==> config.mk <==
export PLATFORM = sky130hd
export DESIGN_NAME = bin2bcd_seq
export DESIGN_NICKNAME = d
export VERILOG_FILES = /design/src/rtl/bcd_pkg.sv /design/src/rtl/bcd_digit_adj.sv /design/src/rtl/bin2bcd_seq.sv
export SDC_FILE = /design/constraint.sdc
export NUM_CORES = 1
export LEC_CHECK = 0
export CAP_MARGIN = 20
export CORE_ASPECT_RATIO = 1.75
export CORE_MARGIN = 2
export CORE_UTILIZATION = 35
export CTS_CLUSTER_DIAMETER = 150
export DETAILED_ROUTE_END_ITERATION = 8
export GPL_TIMING_DRIVEN = 1
export PLACE_DENSITY_LB_ADDON = 0.12
export RECOVER_POWER = 100
export SLEW_MARGIN = 20
export SYNTH_ARGS = -nofsm -noshare
export SYNTH_HDL_FRONTEND = slang
export SYNTH_SLANG_ARGS = --single-unit
==> constraint.sdc <==
create_clock -name clk -period 1.7 [get_ports clk]
set_input_delay 0.34 -clock clk [delete_from_list [all_inputs] [get_ports clk]]
set_output_delay 0.34 -clock clk [all_outputs]
set_load 0.05 [all_outputs]
==> src/rtl/bcd_pkg.sv <==
// -----------------------------------------------------------------------------
// bcd_pkg
// Shared definitions for the iterative binary-to-BCD converter:
//   - state_e      : converter FSM state encoding (2 bits)
//   - BCD_DIGIT_W  : width of one packed BCD digit
//   - digits_needed: number of decimal digits needed to hold 2^bin_w - 1,
//                    used to reject an undersized DIGITS at elaboration
// -----------------------------------------------------------------------------
package bcd_pkg;

    typedef enum logic [1:0] {
        ST_IDLE  = 2'd0,
        ST_SHIFT = 2'd1,
        ST_DONE  = 2'd2
    } state_e;

    localparam int BCD_DIGIT_W = 4;

    // Decimal digit count of the largest unsigned value of bin_w bits.
    function automatic int digits_needed(input int bin_w);
        longint unsigned max_val;
        int              n;
        max_val = (longint'(1) << bin_w) - 1;
        n       = 1;
        while (max_val >= 10) begin
            max_val = max_val / 10;
            n       = n + 1;
        end
        return n;
    endfunction

endpackage

==> src/rtl/bcd_digit_adj.sv <==
// -----------------------------------------------------------------------------
// bcd_digit_adj
// Double-dabble correction for one BCD digit: adds 3 when the digit is >= 5
// so that the following left shift carries correctly into the next digit.
// Ports:
//   digit_i : 4-bit BCD digit before correction
//   digit_o : 4-bit corrected digit (no carry out; cannot overflow for 0..9)
// -----------------------------------------------------------------------------
module bcd_digit_adj
    import bcd_pkg::*;
(
    input  logic [BCD_DIGIT_W-1:0] digit_i,
    output logic [BCD_DIGIT_W-1:0] digit_o
);

    assign digit_o = (digit_i >= 4'd5) ? digit_i + 4'd3 : digit_i;

endmodule

==> src/rtl/bin2bcd_seq.sv <==
// -----------------------------------------------------------------------------
// bin2bcd_seq
// Iterative shift-and-add-3 converter, one input bit per clock.
// A conversion takes BIN_W+2 cycles from handshake to the next possible
// handshake; bcd_out/blank are registered and hold between results.
// Ports:
//   clk       : system clock, rising edge
//   reset     : synchronous, active-high reset
//   in_valid  : bin_in is valid this cycle
//   in_ready  : converter idle and able to accept
//   bin_in    : unsigned binary input, BIN_W bits
//   out_valid : one-cycle strobe, bcd_out/blank newly updated
//   bcd_out   : packed BCD, digit 0 (ones) in bits [3:0]
//   blank     : leading-zero mask, blank[i]=1 when digit i and above are 0
// -----------------------------------------------------------------------------
module bin2bcd_seq
    import bcd_pkg::*;
#(
    parameter int BIN_W  = 14,
    parameter int DIGITS = 5
) (
    input  logic                        clk,
    input  logic                        reset,
    input  logic                        in_valid,
    output logic                        in_ready,
    input  logic [BIN_W-1:0]            bin_in,
    output logic                        out_valid,
    output logic [BCD_DIGIT_W*DIGITS-1:0] bcd_out,
    output logic [DIGITS-1:0]           blank
);

    localparam int BCD_W  = BCD_DIGIT_W * DIGITS;
    localparam int WORK_W = BCD_W + BIN_W;
    localparam int CNT_W  = $clog2(BIN_W + 1);

    // Reset/idle mask: every digit except the ones digit is blanked.
    localparam logic [DIGITS-1:0] BLANK_RST = {DIGITS{1'b1}} ^ DIGITS'(1);

    // Elaboration-time parameter checks.
    if (BIN_W < 1 || BIN_W > 32) begin : g_bad_bin_w
        $error("bin2bcd_seq: BIN_W=%0d outside 1..32", BIN_W);
    end
    if (DIGITS < digits_needed(BIN_W)) begin : g_bad_digits
        $error("bin2bcd_seq: DIGITS=%0d too small for BIN_W=%0d", DIGITS, BIN_W);
    end

    state_e              state_q;
    logic [WORK_W-1:0]   work_q;       // {bcd, bin}
    logic [CNT_W-1:0]    cnt_q;
    logic [BCD_W-1:0]    bcd_out_q;
    logic [DIGITS-1:0]   blank_q;
    logic                out_valid_q;

    logic [BCD_W-1:0]    adj_bcd;
    logic [WORK_W-1:0]   work_shift_d;
    logic [DIGITS-1:0]   blank_d;

    // All digits are corrected in parallel from the current register value.
    for (genvar i = 0; i < DIGITS; i++) begin : g_adj
        bcd_digit_adj u_adj (
            .digit_i (work_q[BIN_W + BCD_DIGIT_W*i +: BCD_DIGIT_W]),
            .digit_o (adj_bcd[BCD_DIGIT_W*i +: BCD_DIGIT_W])
        );
    end

    // Corrected digits then a 1-bit left shift: bin MSB enters digit-0 LSB.
    assign work_shift_d = {adj_bcd, work_q[BIN_W-1:0]} << 1;

    // Leading-zero mask, built from the top digit downwards.
    for (genvar i = 0; i < DIGITS; i++) begin : g_blank
        if (i == 0) begin : g_ones
            assign blank_d[i] = 1'b0;
        end else if (i == DIGITS-1) begin : g_top
            assign blank_d[i] = (work_q[BIN_W + BCD_DIGIT_W*i +: BCD_DIGIT_W] == '0);
        end else begin : g_mid
            assign blank_d[i] = (work_q[BIN_W + BCD_DIGIT_W*i +: BCD_DIGIT_W] == '0)
                                && blank_d[i+1];
        end
    end

    // NOTE: sequential state uses non-blocking assignments only, so every
    // register samples the pre-edge value of every other register.
    always_ff @(posedge clk) begin
        if (reset) begin
            state_q     <= ST_IDLE;
            work_q      <= '0;
            cnt_q       <= '0;
            bcd_out_q   <= '0;
            blank_q     <= BLANK_RST;
            out_valid_q <= 1'b0;
        end else begin
            out_valid_q <= 1'b0;
            case (state_q)
                ST_IDLE: begin
                    if (in_valid) begin
                        work_q  <= {{BCD_W{1'b0}}, bin_in};
                        cnt_q   <= CNT_W'(BIN_W);
                        state_q <= ST_SHIFT;
                    end
                end
                ST_SHIFT: begin
                    work_q <= work_shift_d;
                    cnt_q  <= cnt_q - 1'b1;
                    if (cnt_q == CNT_W'(1)) begin
                        state_q <= ST_DONE;
                    end
                end
                ST_DONE: begin
                    bcd_out_q   <= work_q[WORK_W-1 -: BCD_W];
                    blank_q     <= blank_d;
                    out_valid_q <= 1'b1;
                    state_q     <= ST_IDLE;
                end
                default: begin
                    state_q <= ST_IDLE;
                end
            endcase
        end
    end

    assign in_ready  = (state_q == ST_IDLE);
    assign out_valid = out_valid_q;
    assign bcd_out   = bcd_out_q;
    assign blank     = blank_q;

endmodule

==> flow_summary_export.csv, run 1 <==
group,metric,value,unit
run_status,status,"complete, no violations",
routing,drc,0,
job,max_cap_violations,0,
timing,rsz0062_at_grt,"no",
cells_and_area,num-fill-cells,934,
grt,grt_first_pass_wirelength,11.9,mm
grt,overflow,0,
logic_synthesis,synth-edff-count,0,
routing,vias,2647,
cells_and_area,diodes,0,
grt,grt_pass1_vias,2485,
logic_synthesis,synth-seq-area-share,42.5,%
clock_tree,cts_made_buffers,9,
timing,tightest_slew,0.654,ns
logic_synthesis,syn_area,3060,sq um
clock_tree,cts_hold_buf,0,
min_path,hp-class,"in2reg",
placed_design,preCtsSetupSlack,-0.387,ns
floorplan,rows,45,
routing,drtIter0Drc,130,
routing,ant_nets,0,
logic_synthesis,ys.flop_type,"dfxtp_1",
timing,timing.final.crit_share,93.4,%
timing,max_freq,630,MHz
min_path,hold_start,"reset",
cells_and_area,fin_nets,444,
grt,antenna_found_initial,0,
timing,finalSetupViolCount,0,
clock_tree,cts_root_buf,"clkbuf_16",
logic_synthesis,ys_warn_count,0,
floorplan,start_util,35.6,%
worst_setup_path,worstSetupPathType,"reg2out",
cells_and_area,ff_latch_area,1300,sq um
grt,grt_max_degree,32,
logic_synthesis,synthesis.nets,402,
floorplan,die_width,74.7,microns
worst_setup_path,cp-start-kind,"flop",
floorplan,dieArea,9550,sq um
worst_setup_path,crit_required,1.36,ns
clock_tree,htree_levels,3,
timing,hold_viol_final,0,
logic_synthesis,yosys_register_bits,65,
cells_and_area,area_delta_synth_final,22.4,%
cells_and_area,multi_input_area,1560,sq um
routing,first_pass_iters,4,
pwr,vdd_drop_max,0.492,mV
placed_design,port_buffers,42,
min_path,min_to,"work_q[25]",
timing,tns,0,ns
timing,slew_headroom,56.4,%
routing,vias_per_cell,4.96,
pwr,pwr_density_cell,1020,nW/um^2
clock_tree,ctsLongestPathBuffers,2,
clock_tree,path_clk_slew,0.06,ns
worst_setup_path,reg2regPathDepth,6,
floorplan,dieHeight,128,microns
routing,routed_wl,7.04,mm
grt,grt_use_total,16.1,%
logic_synthesis,synthArstFlopShare,0,%
min_path,min_path_cells,2,
floorplan,ios,44,
worst_setup_path,crit_fanout,13,
worst_setup_path,critPathCaptureType,"output pin",
worst_setup_path,cp.arrival,1.25,ns
floorplan,core_area,8610,sq um
cells_and_area,fin_util,43.5,%
timing,finClkSkew,0.00659,ns
timing,fin_ws,0.113,ns
worst_setup_path,r2r_end,"work_q[28]",
logic_synthesis,syn-instance-count,370,
placed_design,gp_congestion,0.790,
clock_tree,clk_latency,0.33,ns
logic_synthesis,ys_types,42,
timing,final_max_slew_viol_count,0,
logic_synthesis,syn_area_per_cell,8.28,sq um
clock_tree,tritoncts,"built",
timing,period_needed,1.59,ns
worst_setup_path,rrSetupSlack,0.13,ns
cells_and_area,drive_gt1_share,9.35,%
pwr,cellLeakagePower,1.42,nW
routing,wl_per_cell,13.2,microns
clock_tree,clkSinkCount,65,
worst_setup_path,r2r-start,"work_q[27]",
placed_design,place.detailed.hpwl,4.85,mm
layout make-up:
| class | instances | area share (%) |
|---|---|---|
| flip-flops and latches | 65 | 34.7 |
| multi-input cells | 260 | 41.5 |
| well taps | 117 | 3.90 |
| repair buffers | 57 | 9.77 |
| clock buffers | 14 | 7.30 |
| clock inverters | 2 | 0.934 |
| inverters | 19 | 1.90 |
worst max path at each step:
stage	to	startpoint	slack [ns]
4_1_cts	in_ready	state_q[1]	0.08
3_3_place_gp	work_q[20]	in_valid	-0.37
2_1_floorplan	in_ready	state_q[0]	0.01
5_1_grt	work_q[16]	work_q[15]	0.02
3_5_place_dp	work_q[19]	in_valid	-0.39
6_report	in_ready	state_q[1]	0.11
routing by layer:
metal | share of wire [%] | wire [microns] | vias to the layer above | global-route usage, %
li1 | - | - | 1354 | -
met1 | 43 | 3000 | 1231 | 19.4
met2 | 50 | 3540 | 52 | 25.5
met3 | 4.5 | 320 | 10 | 4.40
met4 | 2.4 | 172 | 0 | 8.72
met5 | 0 | 0 | - | 0
cell usage after synthesis (5+ instances only):
| cell | number | area [sq um] |
|---|---|---|
| nor3_1 | 6 | 30.0 |
| xnor2_1 | 5 | 43.8 |
| mux2i_1 | 5 | 50.1 |
| o221a_2 | 7 | 78.8 |
| clkbuf_1 | 8 | 30.0 |
| a22o_1 | 12 | 105 |
| dfxtp_1 | 65 | 1300 |
| nand2b_1 | 8 | 50.1 |
| o21ai_1 | 6 | 30.0 |
| nand2_1 | 44 | 165 |
| nor2b_1 | 7 | 43.8 |
| a21oi_1 | 56 | 280 |
| inv_1 | 19 | 71.3 |
| nand3_1 | 5 | 25.0 |
| a2111oi_1 | 5 | 50.1 |
| buf_2 | 13 | 65.1 |
| o21ai_0 | 5 | 25.0 |
| nor2_1 | 48 | 180 |
| ha_1 | 15 | 188 |
repair_timing:
action | 4_1_cts | 5_1_grt
gates resized for setup | 2 | 0
setup endpoints to repair | 13 | 0
setup buffers | 0 | 0
layout by cell type, fill, tap and decap left out, types with 6 or more instances in the layout:
cell and instances:
o221a_2 7, nor2b_1 8, nor3_1 6, clkbuf_16 9
clkdlybuf4s50_1 15, ha_1 15, nor2_1 46, nand2_1 44
inv_1 19, dfxtp_1 65, buf_4 9, a22o_1 12
o21ai_0 8, clkbuf_1 29, a21oi_1 56, nand2b_1 8
registers in the layout, indices dropped and copies added, names as in the netlist:
register	flops
cnt_q	4
blank	4
work_q	34
bcd_out	20
out_valid	1
state_q	2
critical path, stage by stage (launching register included):
cell and delay [ns]:
dfxtp_1 0.44, buf_4 0.23, nor2_1 0.05, clkbuf_4 0.20
cell families (layout without fill, tap and decap cells):
family	Yosys count	after routing	share of synthesized area [%]
simple gates	129	129	19.4
buf+inv	45	92	6.66
fa+ha+maj	15	15	6.12
other cells	1	1	0.122
xor+xnor	6	6	1.71
compound gates	104	104	21.9
mux	5	5	1.63
flops	65	65	42.5
power by group:
part	leakage, nW	internal (mW)	switching [mW]	total [mW]
clock	0.153	1.25	0.645	1.90
combinational	0.738	0.128	0.181	0.309
sequential	0.529	1.57	0.0373	1.61
stage by stage:
step	cells	total power [mW]	cell area (sq um)	hold slack, ns
global placement	518	1.96	3550	0.444
CTS	534	3.88	3870	0.280
finish	534	3.82	3750	0.288
floorplan	370	1.84	3060	0.445
global route	534	3.97	3750	0.300
detailed placement	518	1.97	3550	0.450
Power figures use the tool's default switching activity.
==> run 2: changes to the inputs <==
RECOVER_POWER = default   (was 100)
==> flow_summary_export.csv, run 2 (synthesized netlist as in run 1, its figures left out) <==
group,metric,value,unit
run_status,status,"complete, no violations",
cells_and_area,fin_util,44.9,%
worst_setup_path,worstSetupPathType,"reg2out",
clock_tree,cts_root_buf,"clkbuf_16",
worst_setup_path,r2r_end,"work_q[28]",
cells_and_area,area_delta_synth_final,26.2,%
timing,tightest_slew,0.674,ns
min_path,min_to,"work_q[25]",
cells_and_area,stdcell_count,534,
grt,overflow,0,
worst_setup_path,cp-start-kind,"flop",
routing,drtIter0Drc,120,
pwr,vdd_drop_max,0.499,mV
clock_tree,htree_levels,3,
timing,rsz0062_at_grt,"no",
timing,max_freq,630,MHz
timing,fin_ws,0.113,ns
timing,finClkSkew,0.00650,ns
routing,vias,2643,
timing,slew_headroom,55.0,%
routing,vias_per_cell,4.95,
routing,first_pass_iters,4,
cells_and_area,diodes,0,
cells_and_area,final_common_cell,"dfxtp_1",
clock_tree,cts_made_buffers,9,
placed_design,port_buffers,42,
grt,grt_use_total,16.1,%
worst_setup_path,cpPeakStageDelay,0.45,ns
grt,grt_max_degree,32,
pwr,cellLeakagePower,1.53,nW
worst_setup_path,rrSetupSlack,0.13,ns
timing,timing.final.crit_share,93.4,%
floorplan,dieArea,9550,sq um
min_path,hp-class,"in2reg",
placed_design,preCtsSetupSlack,-0.387,ns
cells_and_area,num-fill-cells,916,
timing,period_needed,1.59,ns
clock_tree,postCtsResizedCells,2,
floorplan,die_width,74.7,microns
floorplan,rows,45,
cells_and_area,regMostFlops,"work_q",
clock_tree,clk_latency,0.33,ns
cells_and_area,final_cell_mix,"dfxtp_1, a21oi_1, nor2_1, nand2_1, buf_4",
worst_setup_path,reg2regPathDepth,6,
clock_tree,path_clk_slew,0.05,ns
worst_setup_path,critPathCaptureType,"output pin",
pwr,totalPowerFinal,3.83,mW
worst_setup_path,slowest_stage,"dfxtp_1",
worst_setup_path,cp.arrival,1.25,ns
placed_design,place.detailed.instances,518,
job,max_cap_violations,0,
worst_setup_path,crit_required,1.36,ns
clock_tree,tritoncts,"built",
grt,grt_pass1_vias,2485,
routing,routed_wl,7.02,mm
timing,final_max_slew_viol_count,0,
worst_setup_path,r2r-start,"work_q[27]",
floorplan,dieHeight,128,microns
grt,antenna_found_initial,0,
timing,finalSetupViolCount,0,
clock_tree,clkSinkCount,65,
cells_and_area,fin_nets,444,
min_path,min_path_cells,2,
floorplan,start_util,35.6,%
floorplan,core_area,8610,sq um
worst_setup_path,crit_fanout,13,
min_path,hold_start,"reset",
cells_and_area,drive_gt1_share,16.1,%
timing,hold_viol_final,0,
timing,hold_ws,0.291,ns
routing,ant_nets,0,
routing,wl_per_cell,13.1,microns
floorplan,ios,44,
cells_and_area,largest_register_ffs,34,
clock_tree,cts_hold_buf,0,
placed_design,place.detailed.hpwl,4.85,mm
placed_design,gp_congestion,0.790,
clock_tree,post-cts-setup-buffers,0,
clock_tree,ctsLongestPathBuffers,2,
grt,grt_first_pass_wirelength,11.9,mm
routing,drc,0,
worst_setup_path,worstPathCellList,"buf_4, nor2_1, buf_4",
worst_setup_path,crit_top_cell,"buf_4",
pwr,pwr_density_cell,990,nW/um^2
-- run 2: cell types whose count changed in the layout (fill, tap and decap cells not counted), sizes merged --
cell    delta
buf       +31
clkbuf    -31
-- run 2: power by group --
| group | switching (mW) | internal [mW] |
|---|---|---|
| logic | 0.183 | 0.138 |
| registers | 0.0373 | 1.57 |
| clock network | 0.643 | 1.25 |
| total | 0.863 | 2.96 |
-- run 2: worst max-delay path by stage --
| stage | start | endpoint | slack [ns] | depth (start not counted) |
|---|---|---|---|---|
| 2_1_floorplan | state_q[0] | in_ready | 0.01 | 3 |
| 3_3_place_gp | in_valid | work_q[20] | -0.37 | 5 |
| 3_5_place_dp | in_valid | work_q[19] | -0.39 | 5 |
| 4_1_cts | state_q[1] | in_ready | 0.08 | 3 |
| 5_1_grt | work_q[15] | work_q[16] | 0.02 | 6 |
| 6_report | state_q[1] | in_ready | 0.11 | 3 |
-- run 2: layout make-up --
cell class / instances / area [sq um] / area share [%]
repair buffers: 57 / 475 / 12.3
clock buffers: 14 / 274 / 7.09
multi-input cells: 260 / 1560 / 40.4
clock inverters: 2 / 35.0 / 0.906
well taps: 117 / 146 / 3.79
inverters: 19 / 71.3 / 1.84
flip-flops and latches: 65 / 1300 / 33.6
-- run 2: layer usage --
metal  vias to the layer above  share of wire, %  global-route usage (%)
met5                         -                 0                       0
met4                         0               2.8                    8.72
met3                        12               3.9                    4.40
met2                        53                51                    25.5
met1                      1224                43                    19.4
li1                       1354                 -                       -
-- run 2: critical path: cells and delay by family (launching register included) --
family / cells / cell delay, ns
buffers and inverters: 2 / 0.41
flip-flops: 1 / 0.45
AND/OR/NAND/NOR: 1 / 0.05
-- run 2: metrics by stage --
step,area (sq um),TNS (ns)
after floorplan,3060,0
after global placement,3550,-4.71
after detailed placement,3550,-5.01
after CTS,3870,0
after global routing,3870,0
final,3870,0
==> run 3: changes to the inputs <==
REMOVE_ABC_BUFFERS = 1   (was default)
==> flow_summary_export.csv, run 3 (synthesized netlist as in run 1, its figures left out) <==
group,metric,value,unit
placed_design,place.detailed.instances,520,
clock_tree,cts_hold_buf,0,
grt,antenna_found_initial,0,
clock_tree,tritoncts,"built",
min_path,hold_start,"bcd_out[5]",
timing,max_freq,623,MHz
grt,overflow,0,
routing,vias,2689,
clock_tree,post-cts-setup-buffers,0,
worst_setup_path,crit_top_cell,"buf_4",
cells_and_area,drive_gt1_share,15.9,%
worst_setup_path,rrSetupSlack,0.16,ns
placed_design,place.detailed.hpwl,4.86,mm
run_status,status,"complete, no violations",
min_path,min_to,"bcd_out[5]",
worst_setup_path,critPathCaptureType,"output pin",
pwr,vdd_drop_max,0.458,mV
timing,finClkSkew,0.00370,ns
min_path,hp-class,"reg2reg",
worst_setup_path,crit_fanout,19,
timing,slew_headroom,59.0,%
routing,first_pass_iters,4,
placed_design,preCtsSetupSlack,-0.183,ns
min_path,min_path_cells,2,
cells_and_area,area_delta_synth_final,25.8,%
placed_design,gp_congestion,0.759,
worst_setup_path,cp.arrival,1.27,ns
cells_and_area,stdcell_area,3850,sq um
worst_setup_path,crit_required,1.36,ns
worst_setup_path,cpPeakStageDelay,0.33,ns
cells_and_area,stdcell_count,533,
placed_design,placed_area,3580,sq um
cells_and_area,regMostFlops,"work_q",
grt,grt_first_pass_wirelength,11.8,mm
clock_tree,path_clk_slew,0.05,ns
routing,drtIter0Drc,94,
clock_tree,clk_latency,0.33,ns
grt,grt_max_degree,54,
routing,routed_wl,7.19,mm
placed_design,port_buffers,42,
worst_setup_path,r2r_end,"work_q[28]",
timing,rsz0062_at_grt,"no",
timing,hold_viol_final,0,
routing,vias_per_cell,5.05,
grt,grt_use_total,16.5,%
floorplan,core_area,8610,sq um
floorplan,dieHeight,128,microns
cells_and_area,final_common_cell,"dfxtp_1",
cells_and_area,diodes,0,
pwr,power.switching,0.824,mW
floorplan,dieArea,9550,sq um
pwr,p_clk_share,46.3,%
timing,tightest_slew,0.614,ns
clock_tree,clkSinkCount,65,
clock_tree,cts_root_buf,"clkbuf_16",
worst_setup_path,r2r-start,"work_q[27]",
pwr,seqPwrFrac,44.5,%
floorplan,ios,44,
worst_setup_path,reg2regPathDepth,6,
cells_and_area,largest_register_ffs,34,
clock_tree,htree_levels,3,
worst_setup_path,cp_top_family,"buffers and inverters",
floorplan,start_util,35.6,%
grt,grt_pass1_vias,2513,
timing,timing.final.crit_share,94.4,%
pwr,p_int,2.80,mW
timing,fin_ws,0.0946,ns
timing,period_needed,1.61,ns
pwr,cellLeakagePower,1.53,nW
routing,drc,0,
worst_setup_path,slowest_stage,"dfxtp_1",
worst_setup_path,worstPathCellList,"buf_4, buf_12, nor2_1, buf_4",
floorplan,die_width,74.7,microns
job,max_cap_violations,0,
pwr,swShare,22.7,%
pwr,comb_power_share,9.2,%
clock_tree,postCtsResizedCells,0,
worst_setup_path,worstSetupPathType,"reg2out",
worst_setup_path,cp-start-kind,"flop",
routing,wl_per_cell,13.5,microns
cells_and_area,final_cell_mix,"dfxtp_1, a21oi_1, nor2_1, nand2_1, buf_4",
pwr,pwr_density_cell,940,nW/um^2
routing,ant_nets,0,
clock_tree,ctsLongestPathBuffers,2,
timing,final_max_slew_viol_count,0,
floorplan,rows,45,
clock_tree,cts_made_buffers,9,
worst_setup_path,crit_buf_inv,3,
cells_and_area,fin_nets,446,
timing,tns,0,ns
pwr,totalPowerFinal,3.62,mW
timing,finalSetupViolCount,0,
-- run 3: worst max path at each step --
stage	start	endpoint	depth (start not counted)	slack, ns
6_report	state_q[0]	in_ready	4	0.09
3_3_place_gp	in_valid	work_q[12]	6	-0.004
2_1_floorplan	state_q[1]	blank[1]	4	-0.42
5_1_grt	in_valid	work_q[6]	6	0.03
3_5_place_dp	in_valid	work_q[2]	6	-0.18
4_1_cts	state_q[0]	in_ready	4	0.07
-- run 3: power by group through the flow --
stage               Clock [mW]  Sequential (mW)  Combinational, mW
global route              1.81             1.62              0.373
floorplan                    0             1.64              0.163
CTS                       1.74             1.61              0.337
detailed placement           0             1.64              0.336
global placement             0             1.64              0.330
finish                    1.68             1.61              0.333
-- run 3: metrics by stage --
stage	util (%)	hold WS, ns
3_5_place_dp	41.6	0.447
5_1_grt	44.7	0.476
2_1_floorplan	-	0.409
6_report	44.7	0.451
4_1_cts	44.7	0.454
3_3_place_gp	41.6	0.444
-- run 3: routing by layer --
| metal | wire length [microns] | track usage, % | part of all wire [%] |
|---|---|---|---|
| met1 | 3010 | 18.1 | 42 |
| met2 | 3740 | 27.9 | 52 |
| met3 | 269 | 5.19 | 3.7 |
| met4 | 170 | 8.40 | 2.4 |
| met5 | 0 | 0 | 0 |
-- run 3: area by class of cell --
class	count	area, sq um
Fill cell	889	4760
Multi-Input combinational cell	260	1560
Sequential cell	65	1300
Timing Repair Buffer	59	503
Clock buffer	13	270
Tap cell	117	146
Inverter	19	71.3
-- run 3: worst register-to-register path, cell delays in order (launching register included) --
cell and delay [ns]:
dfxtp_1 0.39, inv_1 0.12, ha_1 0.19, nand2b_1 0.13, a21oi_1 0.29, mux2i_1 0.23
a22o_1 0.13
==> RTL change (config.mk and constraints of run 1) <==
Change the parameter `DIGITS` from 5 to 10.
--- a/src/rtl/bin2bcd_seq.sv
+++ b/src/rtl/bin2bcd_seq.sv
@@ -17,7 +17,7 @@
     import bcd_pkg::*;
 #(
     parameter int BIN_W  = 14,
-    parameter int DIGITS = 5
+    parameter int DIGITS = 10
 ) (
     input  logic                        clk,
     input  logic                        reset,
Ports: changed (resized bcd_out and blank); port bits go from 44 to 69. The function was not compared with the original's and may differ.
==> RTL change against run 1 <==
The flow now finishes with violations (negative setup slack); power is 35% higher; fmax decreased by 26%; utilization rose by 0.87 points; hold slack improved by 0.17 ns; critical endpoint is now blank[1]; area after synthesis up 63%; sequential cell count is 45 higher; sequential power grew 65%; routed wire length is 73% higher; cell area is 65% higher; worst setup slack worse by 0.56 ns.
==> RTL change: results (changes against run 1) <==
global_routing:
  track_usage: 0.164  # +0.00293
  grt_pass1_vias: 4363  # +76%
  grt_pass1_wl_um: 20300  # +71%
  antenna_found_initial: 0  # unchanged
  use_met2: 0.293  # +0.0383
  busiest_layer: "met2"
  gr-usage-met1: 0.195  # +0.000890
  use_met3: 0.0274  # -0.0167
  grt_max_degree: 42  # +31%
final_layout:
  regMostFlops: "work_q"
  final_layout_size_suffix_gt1_frac: 0.125  # +0.0311
  nets: 754  # +70%
  final_cells: 891  # +67%
  antenna_cells: 0  # unchanged
  largest_reg_flops: 54  # +59%
worst_hold_path:
  min-delay-start: "bcd_out[25]"
  hp-class: "flop to flop"
  hold_end: "bcd_out[25]"
  hold_depth: 2  # unchanged
power_and_ir_drop:
  switching_share: 0.231  # +0.00525
  cellLeakagePower_nw: 2.40  # +69%
  ir_drop_v: 0.000478  # -3.0%
placement:
  dp.cells: 874  # +69%
  place.gp.congestion: 0.790  # about the same
  portBuffers: 67  # +60%
  hpwl_um: 8530  # +76%
timing:
  final-setup-viol-count: 46  # +46
  tightest_slew_ns: 0.609  # -0.0452 ns
  finClkSkew_ns: 0.00832  # +0.00173 ns
  worst_slack_ns: -0.449  # -0.561 ns
cts:
  ctsHoldBuffers: 0  # unchanged
  cts-root-buf: "clkbuf_16"
  clk_latency_ns: 0.34
  clk_pin_slew_ns: 0.07
  clockBufferDepth: 2  # unchanged
  cts_made_buffers: 9  # unchanged
  ctsHtreeMaxLevel: 3  # unchanged
setup_path:
  arrival_ns: 2.41  # +1.16 ns
  startpoint: "work_q[30]"
  crit_family: "simple AND/OR/NAND/NOR gates"
  reg2reg_to: "blank[1]"
  cp_max_fo: 2  # -11
  slowest_delay_ns: 0.50  # +0.06 ns
  slowest_stage: "or4b_4"
  rr_worst_depth: 6  # unchanged
drt:
  drt-initial-drc-count: 128  # -1.5%
  dr.pass1.iters: 4  # unchanged
  vias: 4455  # +68%
  wire_per_inst_um: 13.6  # +3.5%
yosys:
  synth-async-reset-ratio: 0  # unchanged
  synth.net_count: 659  # +64%
  syn_inst: 614  # +66%
  ys_top_cells_by_area: "dfxtp_1, a21oi_1, nand2_1"
  synth_commonest_cells: "dfxtp_1, nand2_1, a21oi_1"
  ys_types: 40  # -4.8%
  synth_seq_area_share: 0.442  # +0.0171
  yosysWarnings: 0  # unchanged
outcome:
  outcome: "complete, but fails checks"
  violations: "negative setup slack"
[RTL change: metrics by stage]
stage                     area (um2)   util  setup TNS (ns)  hold slack, ns  power, W
after detailed placement        6070  0.436           -1.15           0.448   0.00311
after global routing            6180  0.444          -13.21           0.474   0.00536
after CTS                       6380  0.459          -0.862           0.458   0.00523
final                           6180  0.444           -2.36           0.455   0.00515
after global placement          6070  0.436           -1.01           0.443   0.00310
after floorplan                 4990      -          -0.709           0.445   0.00295
[RTL change: worst max-delay path by stage]
stage,to,slack (ns),depth (start not counted)
finish,blank[1],-0.45,6
global route,blank[1],-0.53,6
CTS,blank[1],-0.46,6
detailed placement,blank[1],-0.45,6
global placement,blank[1],-0.42,6
floorplan,blank[1],-0.38,6
[RTL change: routing by layer]
layer,vias up,share of wire,routed length [um]
met5,-,0,0
met4,0,0.015,182
met3,12,0.037,453
met2,75,0.50,6060
met1,2102,0.45,5460
li1,2266,-,-
[RTL change: power by group through the flow]
stage | registers (W) | logic [W] | clock network, W
2_1_floorplan | 0.00271 | 0.000237 | 0
3_3_place_gp | 0.00271 | 0.000389 | 0
3_5_place_dp | 0.00271 | 0.000393 | 0
4_1_cts | 0.00265 | 0.000395 | 0.00219
5_1_grt | 0.00266 | 0.000423 | 0.00228
6_report | 0.00265 | 0.000377 | 0.00212
[RTL change: what timing repair did]
item / 4_1_cts / 5_1_grt
setup buffers: 1 / 0
endpoints found under the setup margin: 3 / 4
endpoints found under the hold margin: 0 / 0
pin swaps: 1 / 0
resized for setup: 2 / 2
[RTL change: kinds of logic (layout without fill, tap and decap cells)]
family          Yosys count  in the layout  share of synthesized area
compound gates          148            148                      0.173
xor+xnor                 14             14                     0.0246
fa+ha+maj                28             28                     0.0703
buf+inv                  61            161                     0.0467
flops                   110            110                      0.442
mux                      10             10                     0.0201
other cells               1              1                   0.000752
simple gates            242            242                      0.223
[RTL change: layout make-up]
class / instances / area (um2)
flip-flops and latches: 110 / 2210
inverters: 22 / 82.6
clock buffers: 13 / 250
fillers: 1474 / 7730
repair buffers: 123 / 807
multi-input cells: 443 / 2560
well taps: 177 / 221
clock inverters: 3 / 43.8
[RTL change: worst min-delay path, delay by kind of cell (launching register included)]
kind,cells,cell delay [ns]
flops,1,0.31
compound gates,1,0.05
simple gates,1,0.05
